<file path="config.mk">
export PLATFORM = sky130hd
export DESIGN_NAME = wb_arbiter
export DESIGN_NICKNAME = d
export VERILOG_FILES = /design/src/rtl/riscv_pkg.sv /design/src/rtl/wb_fifo.sv /design/src/rtl/wb_arbiter.sv
export SDC_FILE = /design/constraint.sdc
export NUM_CORES = 1
export LEC_CHECK = 0
export ABC_AREA = 0
export CORE_MARGIN = 1
export CORE_UTILIZATION = 58
export CTS_CLUSTER_SIZE = 10
export DETAILED_ROUTE_END_ITERATION = 12
export PLACE_DENSITY = 0.87
export SLEW_MARGIN = 5
export SYNTH_ARGS = -nofsm -noshare
export SYNTH_HDL_FRONTEND = slang
export SYNTH_SLANG_ARGS = --single-unit
</file>
<file path="constraint.sdc">
create_clock -name clk -period 6.8 [get_ports clk]
set_clock_uncertainty 0.15 [all_clocks]
set_input_delay 1.36 -clock clk [delete_from_list [all_inputs] [get_ports clk]]
set_output_delay 1.36 -clock clk [all_outputs]
set_load 0.02 [all_outputs]
</file>
<file path="src/rtl/riscv_pkg.sv">
// Shared RISC-V core types: register-file address/data widths and the
// writeback queue entry.
package riscv_pkg;

    localparam int REG_ADDR_W = 5;
    localparam int DATA_W     = 32;

    // The destination field cannot be named "reg" because that is a keyword.
    typedef struct packed {
        logic [REG_ADDR_W-1:0] rd;
        logic [DATA_W-1:0]     data;
    } wb_entry_t;

endpackage

</file>
<file path="src/rtl/wb_fifo.sv">
// In-order writeback queue with power-of-two depth. It exposes the per-slot
// valid bits and destination registers so the arbiter can run hazard lookups.
module wb_fifo
    import riscv_pkg::*;
#(
    parameter int DEPTH = 4,
    parameter int PTR_W = $clog2(DEPTH),
    parameter int CNT_W = $clog2(DEPTH + 1)
) (
    input  logic                             clk,
    input  logic                             reset,
    input  logic                             push,
    input  wb_entry_t                        push_entry,
    input  logic                             pop,
    output wb_entry_t                        head,
    output logic                             full,
    output logic                             empty,
    output logic [CNT_W-1:0]                 count,
    output logic [DEPTH-1:0]                 entry_valid,
    output logic [DEPTH-1:0][REG_ADDR_W-1:0] entry_reg
);

    wb_entry_t        mem [DEPTH];
    logic [PTR_W-1:0] rd_ptr;
    logic [PTR_W-1:0] wr_ptr;
    logic [PTR_W-1:0] offset;

    assign full  = (count == CNT_W'(DEPTH));
    assign empty = (count == '0);
    assign head  = mem[rd_ptr];

    always_ff @(posedge clk) begin
        if (reset) begin
            rd_ptr <= '0;
            wr_ptr <= '0;
            count  <= '0;
        end else begin
            if (push) wr_ptr <= wr_ptr + PTR_W'(1);
            if (pop)  rd_ptr <= rd_ptr + PTR_W'(1);
            count <= count + CNT_W'(push) - CNT_W'(pop);
        end
    end

    // NOTE: storage has no reset; slots are only read once the pointers say
    // they hold data, so clearing them would buy nothing.
    always_ff @(posedge clk) begin
        if (push) mem[wr_ptr] <= push_entry;
    end

    // A slot is live when its distance from the read pointer is below count.
    always_comb begin
        entry_valid = '0;
        entry_reg   = '0;
        offset      = '0;
        for (int i = 0; i < DEPTH; i++) begin
            offset         = PTR_W'(i) - rd_ptr;
            entry_valid[i] = (CNT_W'(offset) < count);
            entry_reg[i]   = mem[i].rd;
        end
    end

endmodule

</file>
<file path="src/rtl/wb_arbiter.sv">
// Writeback arbiter: the load unit has fixed priority over the ALU, requests
// are queued in order, and one register-file write is issued per cycle.
// Optional macro WB_R0_DISCARD_EN accepts but drops writes to register 0.
module wb_arbiter
    import riscv_pkg::*;
#(
    parameter int WB_DEPTH = 4
) (
    input  logic                  clk,
    input  logic                  reset,
    input  logic                  mem_valid,
    input  logic [REG_ADDR_W-1:0] mem_reg,
    input  logic [DATA_W-1:0]     mem_data,
    output logic                  mem_ready,
    input  logic                  alu_valid,
    input  logic [REG_ADDR_W-1:0] alu_reg,
    input  logic [DATA_W-1:0]     alu_data,
    output logic                  alu_ready,
    output logic                  regWrite,
    output logic [REG_ADDR_W-1:0] write_reg,
    output logic [DATA_W-1:0]     writeData,
    input  logic [REG_ADDR_W-1:0] query_reg,
    output logic                  query_pending
);

    localparam int CNT_W = $clog2(WB_DEPTH + 1);

    logic                                full;
    logic                                empty;
    logic                                accept;
    logic                                push;
    logic                                pop;
    wb_entry_t                           push_entry;
    wb_entry_t                           head;
    logic [CNT_W-1:0]                    count;
    logic [WB_DEPTH-1:0]                 entry_valid;
    logic [WB_DEPTH-1:0][REG_ADDR_W-1:0] entry_reg;

    // Readiness looks only at occupancy, never at a same-cycle pop.
    assign mem_ready = !full;
    assign alu_ready = !full && !mem_valid;

    assign accept     = (mem_valid && mem_ready) || (alu_valid && alu_ready);
    assign push_entry = mem_valid ? wb_entry_t'{rd: mem_reg, data: mem_data}
                                  : wb_entry_t'{rd: alu_reg, data: alu_data};
`ifdef WB_R0_DISCARD_EN
    assign push = accept && (push_entry.rd != '0);
`else
    assign push = accept;
`endif
    assign pop = !empty;

    wb_fifo #(.DEPTH(WB_DEPTH)) u_fifo (
        .clk         (clk),
        .reset       (reset),
        .push        (push),
        .push_entry  (push_entry),
        .pop         (pop),
        .head        (head),
        .full        (full),
        .empty       (empty),
        .count       (count),
        .entry_valid (entry_valid),
        .entry_reg   (entry_reg)
    );

    always_ff @(posedge clk) begin
        if (reset) begin
            regWrite  <= 1'b0;
            write_reg <= '0;
            writeData <= '0;
        end else begin
            regWrite <= pop;
            if (pop) begin
                write_reg <= head.rd;
                writeData <= head.data;
            end
        end
    end

    always_comb begin
        query_pending = regWrite && (write_reg == query_reg);
        for (int i = 0; i < WB_DEPTH; i++) begin
            if (entry_valid[i] && (entry_reg[i] == query_reg)) query_pending = 1'b1;
        end
    end

endmodule

</file>
==> results.json, run 1 <==
{
  "synthFlopType": "edfxtp_1",
  "gp_routability_congestion": 0.859,
  "r2r.worst_path.cells": 10,
  "max_stage_delay_ns": 0.62,
  "remaining_drc_errors": 0,
  "port_buffers": 123,
  "min_path_cells": 2,
  "synth_top_area_share": 0.560,
  "cp-start-kind": "input pin",
  "crit_required_ns": 5.29,
  "die_w_um": 119,
  "core_area_sq_mm": 0.0133,
  "fin_cells": 802,
  "rrSetupSlack_ns": 3.94,
  "fin_crit_ns": 4.90,
  "endpoint_kind": "primary output",
  "antenna_found_initial": 1,
  "clkPwrFrac": 0.214,
  "combPwrFrac": 0.329,
  "clk_pin_slew_worst_paths_ns": 0.06,
  "largest_reg_flops": 148,
  "synth_area_leaders": "edfxtp_1 (56%), dfxtp_1 (11%), mux4_2 (10%)",
  "drv_cap": 0,
  "syn_to_final_growth_pct": 22.4,
  "timing.final.crit_share": 0.721,
  "fin_setup_tns_ns": 0,
  "seq_power_share": 0.457,
  "yosysUniqueCellTypes": 34,
  "cts.sinks": 193,
  "h-tree-depth": 4,
  "critical_path.slowest_cell": "clkdlybuf4s50_1",
  "synthArstFlopShare": 0,
  "grt.met1_usage": 0.297,
  "grt_pass1_wl_um": 24900,
  "rsz0062_at_grt": "false",
  "crit_path_start": "query_reg[2]",
  "ant_nets": 0,
  "pin_count": 124,
  "clock_latency_ns": 0.43,
  "ys_seq_elements": 193,
  "hold_path_class": "flip-flop to flip-flop",
  "routed_wirelength_um": 15500,
  "max-slew-margin-rel": 0.267,
  "critical_path.max_fanout": 5,
  "first_iter_violations": 319,
  "syn_nets": 594,
  "p_per_area_mw_per_mm2": 424,
  "initial_utilization": 0.597,
  "grt_usage": 0.241,
  "route.vias.total": 4478,
  "rr_startpoint": "u_fifo.count[1]",
  "setup-violations-final": 0,
  "worstPathCellList": "clkdlybuf4s50_1 -> xor2_1 -> a2111oi_0 -> a31oi_1 -> nand4_1 -> clkdlybuf4s50_1",
  "worstPathArrival_ns": 3.39,
  "reg2reg_to": "u_fifo.count[2]",
  "yosys.area.top_type": "edfxtp_1",
  "place_hpwl_um": 9130,
  "grt_start_max_net_pins": 46,
  "cts_root_buffer": "clkbuf_16",
  "worstSetupPathType": "input pin to primary output",
  "use_met3": 0.0551,
  "drive_above_1_share": 0.181,
  "cp_common_cell": "clkdlybuf4s50_1",
  "irDropWorstVdd_v": 0.000218,
  "timing.fmax_mhz": 204,
  "synth-edff-count": 148,
  "worstSetupEndpoint": "query_pending",
  "viasPerCell": 5.58,
  "path_depth": 6,
  "switchingPower_uw": 1350,
  "finalHoldViolations": 0,
  "internal_power_uw": 2780,
  "cts_hold_buf": 0,
  "cp.buffers_inverters": 2,
  "num_rows": 42,
  "syn-mean-instance-area_sq_um": 15.9,
  "p_sw_frac": 0.326,
  "status": "finished, final reports clean",
  "cts_resized": 0,
  "use_met2": 0.411,
  "clockBufferDepth": 2,
  "p_leak_uw": 0.00328,
  "cts_made_buffers": 17,
  "cts_tree": "yes",
  "ys_warn_count": 0,
  "synth_common_cells": "edfxtp_1 (148), nand2_1 (76), dfxtp_1 (45)",
  "die_area_sq_mm": 0.0142,
  "die_h_um": 119,
  "overflow": 0,
  "cts_setup_buffers": 0,
  "dp.cells": 769,
  "drt-pass1-iter-count": 4,
  "tightest_slew_ns": 1.10,
  "post_drt_wl_per_cell_um": 19.3,
  "crit_family": "buffers and inverters",
  "top_usage_layer": "met2",
  "synth_area_sq_mm": 0.00794,
  "slew_violations": 0,
  "grt_pass1_vias": 4808,
  "synth_cells": 500,
  "yosysMostFrequentCell": "edfxtp_1",
  "synth-seq-area-share": 0.673,
  "nets": 706
}
[layer usage]
layer  share of wire  up-vias
li1                -     2074
met1            0.41     2214
met2            0.51      178
met3           0.074       12
met4           0.011        0
met5               0        -
[through the flow]
step	utilization	total power (uW)	setup slack [ns]	hold slack, ns	cell area (sq um)
5_1_grt	0.731	4340	1.80	0.317	9720
3_5_place_dp	0.692	3280	1.92	0.294	9200
4_1_cts	0.731	4170	1.92	0.302	9720
3_3_place_gp	0.692	3220	1.92	0.288	9200
6_report	0.731	4120	1.90	0.299	9720
2_1_floorplan	-	2790	2.97	0.364	7940
[cell type report]
cell class                      instances  area [sq um]
Clock inverter                          8          58.8
Fill cell                             834          3580
Antenna cell                            1          2.50
Clock buffer                           24           462
Tap cell                              176           220
Multi-Input combinational cell        265          2360
Timing Repair Buffer                  124          1230
Sequential cell                       193          5350
Inverter                               11          41.3
[worst register-to-register path: cells and delay by family, from the launching register on]
family | cells | cell delay [ns]
fa+ha+maj | 3 | 0.89
buf+inv | 3 | 0.72
flops | 1 | 0.49
xor+xnor | 2 | 0.32
simple gates | 2 | 0.13
[worst min path at each step]
stage                startpoint               end  slack, ns
2_1_floorplan  u_fifo.wr_ptr[1]  u_fifo.wr_ptr[1]       0.36
3_3_place_gp      writeData[17]     writeData[17]       0.29
3_5_place_dp      writeData[27]     writeData[27]       0.29
4_1_cts           writeData[27]     writeData[27]       0.30
5_1_grt           writeData[27]     writeData[27]       0.32
6_report          writeData[27]     writeData[27]       0.30
[logic make-up (layout without fill, tap and decap cells)]
logic type | count (synthesis) | in the layout | synth area share
other cells | 0 | 1 | 0
flops | 193 | 193 | 0.673
mux | 75 | 75 | 0.159
compound gates | 46 | 46 | 0.0307
xor+xnor | 30 | 30 | 0.0331
buf+inv | 42 | 167 | 0.0317
fa+ha+maj | 11 | 11 | 0.0183
simple gates | 103 | 103 | 0.0545
[layout by cell type, fill, tap and decap left out, types with 2 or more instances in the layout]
master / synthesis / routed
clkinv_2: 0 / 2
nand2_1: 76 / 76
nor2_1: 10 / 10
clkinvlp_4: 0 / 3
o2111ai_1: 2 / 2
and2_2: 0 / 4
xnor2_1: 14 / 14
clkinv_4: 0 / 2
dfxtp_1: 45 / 43
clkbuf_16: 0 / 17
edfxtp_1: 148 / 148
a31oi_1: 2 / 2
nor3_1: 3 / 3
buf_2: 18 / 2
mux2_2: 37 / 37
a21oi_1: 40 / 40
xor2_1: 16 / 16
clkbuf_1: 6 / 6
clkdlybuf4s50_1: 0 / 121
mux4_2: 37 / 37
inv_1: 10 / 10
ha_1: 10 / 10
[power by group through the flow]
stage	Sequential (uW)	Combinational (uW)	Clock, uW
floorplan	1890	897	0
global placement	1900	1320	0
detailed placement	1910	1360	0
CTS	1890	1380	896
global route	1930	1480	938
finish	1880	1360	881
Note: power is estimated with default switching activity, not from simulation.
==> inputs of run 2 (changes only) <==
- CORE_UTILIZATION: 58 -> 48
- PLACE_DENSITY: 0.87 -> 0.77
- clock period: 6.8 -> 4.2 ns (I/O delays scaled with it)
==> run 2 against run 1 <==
Effect of this change:
- sequential share of layout area is 1.1 points lower
- combinational power grew 76%
- non-clock buffer count grew 11
- clock power grew 80%
- first-iteration DRC count shrank 33%
- sequential cell count unchanged
- critical path depth grew 1
- hold slack gained 0.0043 ns
- critical endpoint unchanged
- highest routed layer unchanged
==> results.json, run 2 (same netlist as run 1, synthesis figures left out) <==
{
  "irDropWorstVdd_v": 0.000406,
  "initial_utilization": 0.496,
  "cts_setup_buffers": 0,
  "post_drt_wl_per_cell_um": 18.9,
  "grt_pass1_vias": 4710,
  "cp-start-kind": "input pin",
  "port_buffers": 123,
  "rsz0062_at_grt": "false",
  "routed_wirelength_um": 16100,
  "slew_violations": 0,
  "met3WireLength_um": 1050,
  "endpoint_kind": "primary output",
  "overflow": 0,
  "antenna_found_initial": 0,
  "gp_routability_congestion": 0.912,
  "fin_cells": 852,
  "route.vias.total": 4517,
  "nets": 717,
  "drive_above_1_share": 0.200,
  "timing.final.crit_share": 0.916,
  "fin_setup_tns_ns": 0,
  "layout_commonest_cell": "edfxtp_1",
  "routed.top_layer": "met4",
  "grt_usage": 0.206,
  "crit_required_ns": 3.21,
  "setup-violations-final": 0,
  "max-slew-margin-rel": 0.336,
  "place_hpwl_um": 10500,
  "core_area_sq_mm": 0.0160,
  "drt-pass1-iter-count": 4,
  "ant_nets": 0,
  "timing.fmax_mhz": 260,
  "die_area_sq_mm": 0.0171,
  "wl_met2_um": 8240,
  "grt_start_max_net_pins": 46,
  "die_h_um": 131,
  "fill_cells": 1193,
  "pin_count": 124,
  "finalHoldViolations": 0,
  "remaining_drc_errors": 0,
  "hold_path_class": "flip-flop to flip-flop",
  "num_rows": 46,
  "cts_tree": "yes",
  "cts_hold_buf": 0,
  "antennaDiodeCount": 0,
  "p_leak_uw": 0.00338,
  "holdWs_ns": 0.303,
  "clk_pin_slew_worst_paths_ns": 0.07,
  "cts_root_buffer": "clkbuf_16",
  "worstSetupPathType": "input pin to primary output",
  "dp.cells": 820,
  "critical_path.max_fanout": 5,
  "rrSetupSlack_ns": 1.81,
  "h-tree-depth": 4,
  "fin_crit_ns": 3.85,
  "most-common-layout-cells": "edfxtp_1 (148), clkdlybuf4s50_1 (121), nand2_1 (76), dfxtp_1 (43), a21oi_1 (40)",
  "grt_pass1_wl_um": 25200,
  "syn_to_final_growth_pct": 24.9,
  "tightest_slew_ns": 0.996,
  "cts_resized": 0,
  "status": "finished, final reports clean",
  "die_w_um": 131,
  "dpl_worst_slack_ns": 0.346,
  "worst_slack_ns": 0.352,
  "p_per_area_mw_per_mm2": 693,
  "worstPathArrival_ns": 2.86,
  "first_iter_violations": 213,
  "met1_length_um": 6620,
  "viasPerCell": 5.30,
  "clockBufferDepth": 2,
  "largest_reg_flops": 148,
  "clock_latency_ns": 0.42,
  "cts_made_buffers": 17,
  "drv_cap": 0,
  "cts.sinks": 193
}
-- run 2: cell types whose count changed in the layout (fill, tap and decap cells not counted), moves of 2 or more --
| cell | before | now |
|---|---|---|
| buf_4 | 1 | 12 |
| bufinv_16 | 0 | 2 |
| clkbuf_1 | 6 | 3 |
| clkinvlp_4 | 3 | 1 |
-- run 2: path summary, 6_finish.rpt --
| path | to | from | cells past startpoint |
|---|---|---|---|
| min | writeData[1] | writeData[1] | 2 |
| max | query_pending | query_reg[2] | 7 |
| min reg2reg | writeData[1] | writeData[1] | 2 |
| max reg2reg | u_fifo.mem[2][33] | u_fifo.count[2] | 5 |
-- run 2: where the power goes --
group	total [uW]	internal (uW)	leakage, uW	switching [uW]
Sequential	2890	2640	0.00174	255
Combinational	2390	1110	0.00135	1280
Clock	1590	920	0.000289	675
-- run 2: through the flow --
step | power (uW) | util | area [sq um]
5_1_grt | 7280 | 0.620 | 9920
2_1_floorplan | 4510 | - | 7940
4_1_cts | 6960 | 0.620 | 9920
6_report | 6880 | 0.620 | 9920
3_5_place_dp | 5360 | 0.583 | 9330
3_3_place_gp | 5290 | 0.583 | 9330
-- run 2: worst max-delay path, cell delays in order --
cell	delay, ns
clkdlybuf4s50_1	0.55
xor2_1	0.21
nor4_1	0.28
and3_1	0.19
a31oi_1	0.05
nand4_1	0.13
clkdlybuf4s50_1	0.61
-- run 2: layout make-up --
class / instances / area [sq um] / area share
sequential: 193 / 5350 / 0.539
multi-input combinational: 265 / 2360 / 0.237
timing repair buffer: 135 / 1310 / 0.132
clock buffer: 21 / 462 / 0.0465
tap: 216 / 270 / 0.0272
clock inverter: 11 / 130 / 0.0131
inverter: 11 / 41.3 / 0.00416
-- run 2: routing by layer --
metal  track usage  up-vias
met5             0        -
met4        0.0825        0
met3        0.0550       20
met2         0.345      149
met1         0.255     2250
li1              -     2098
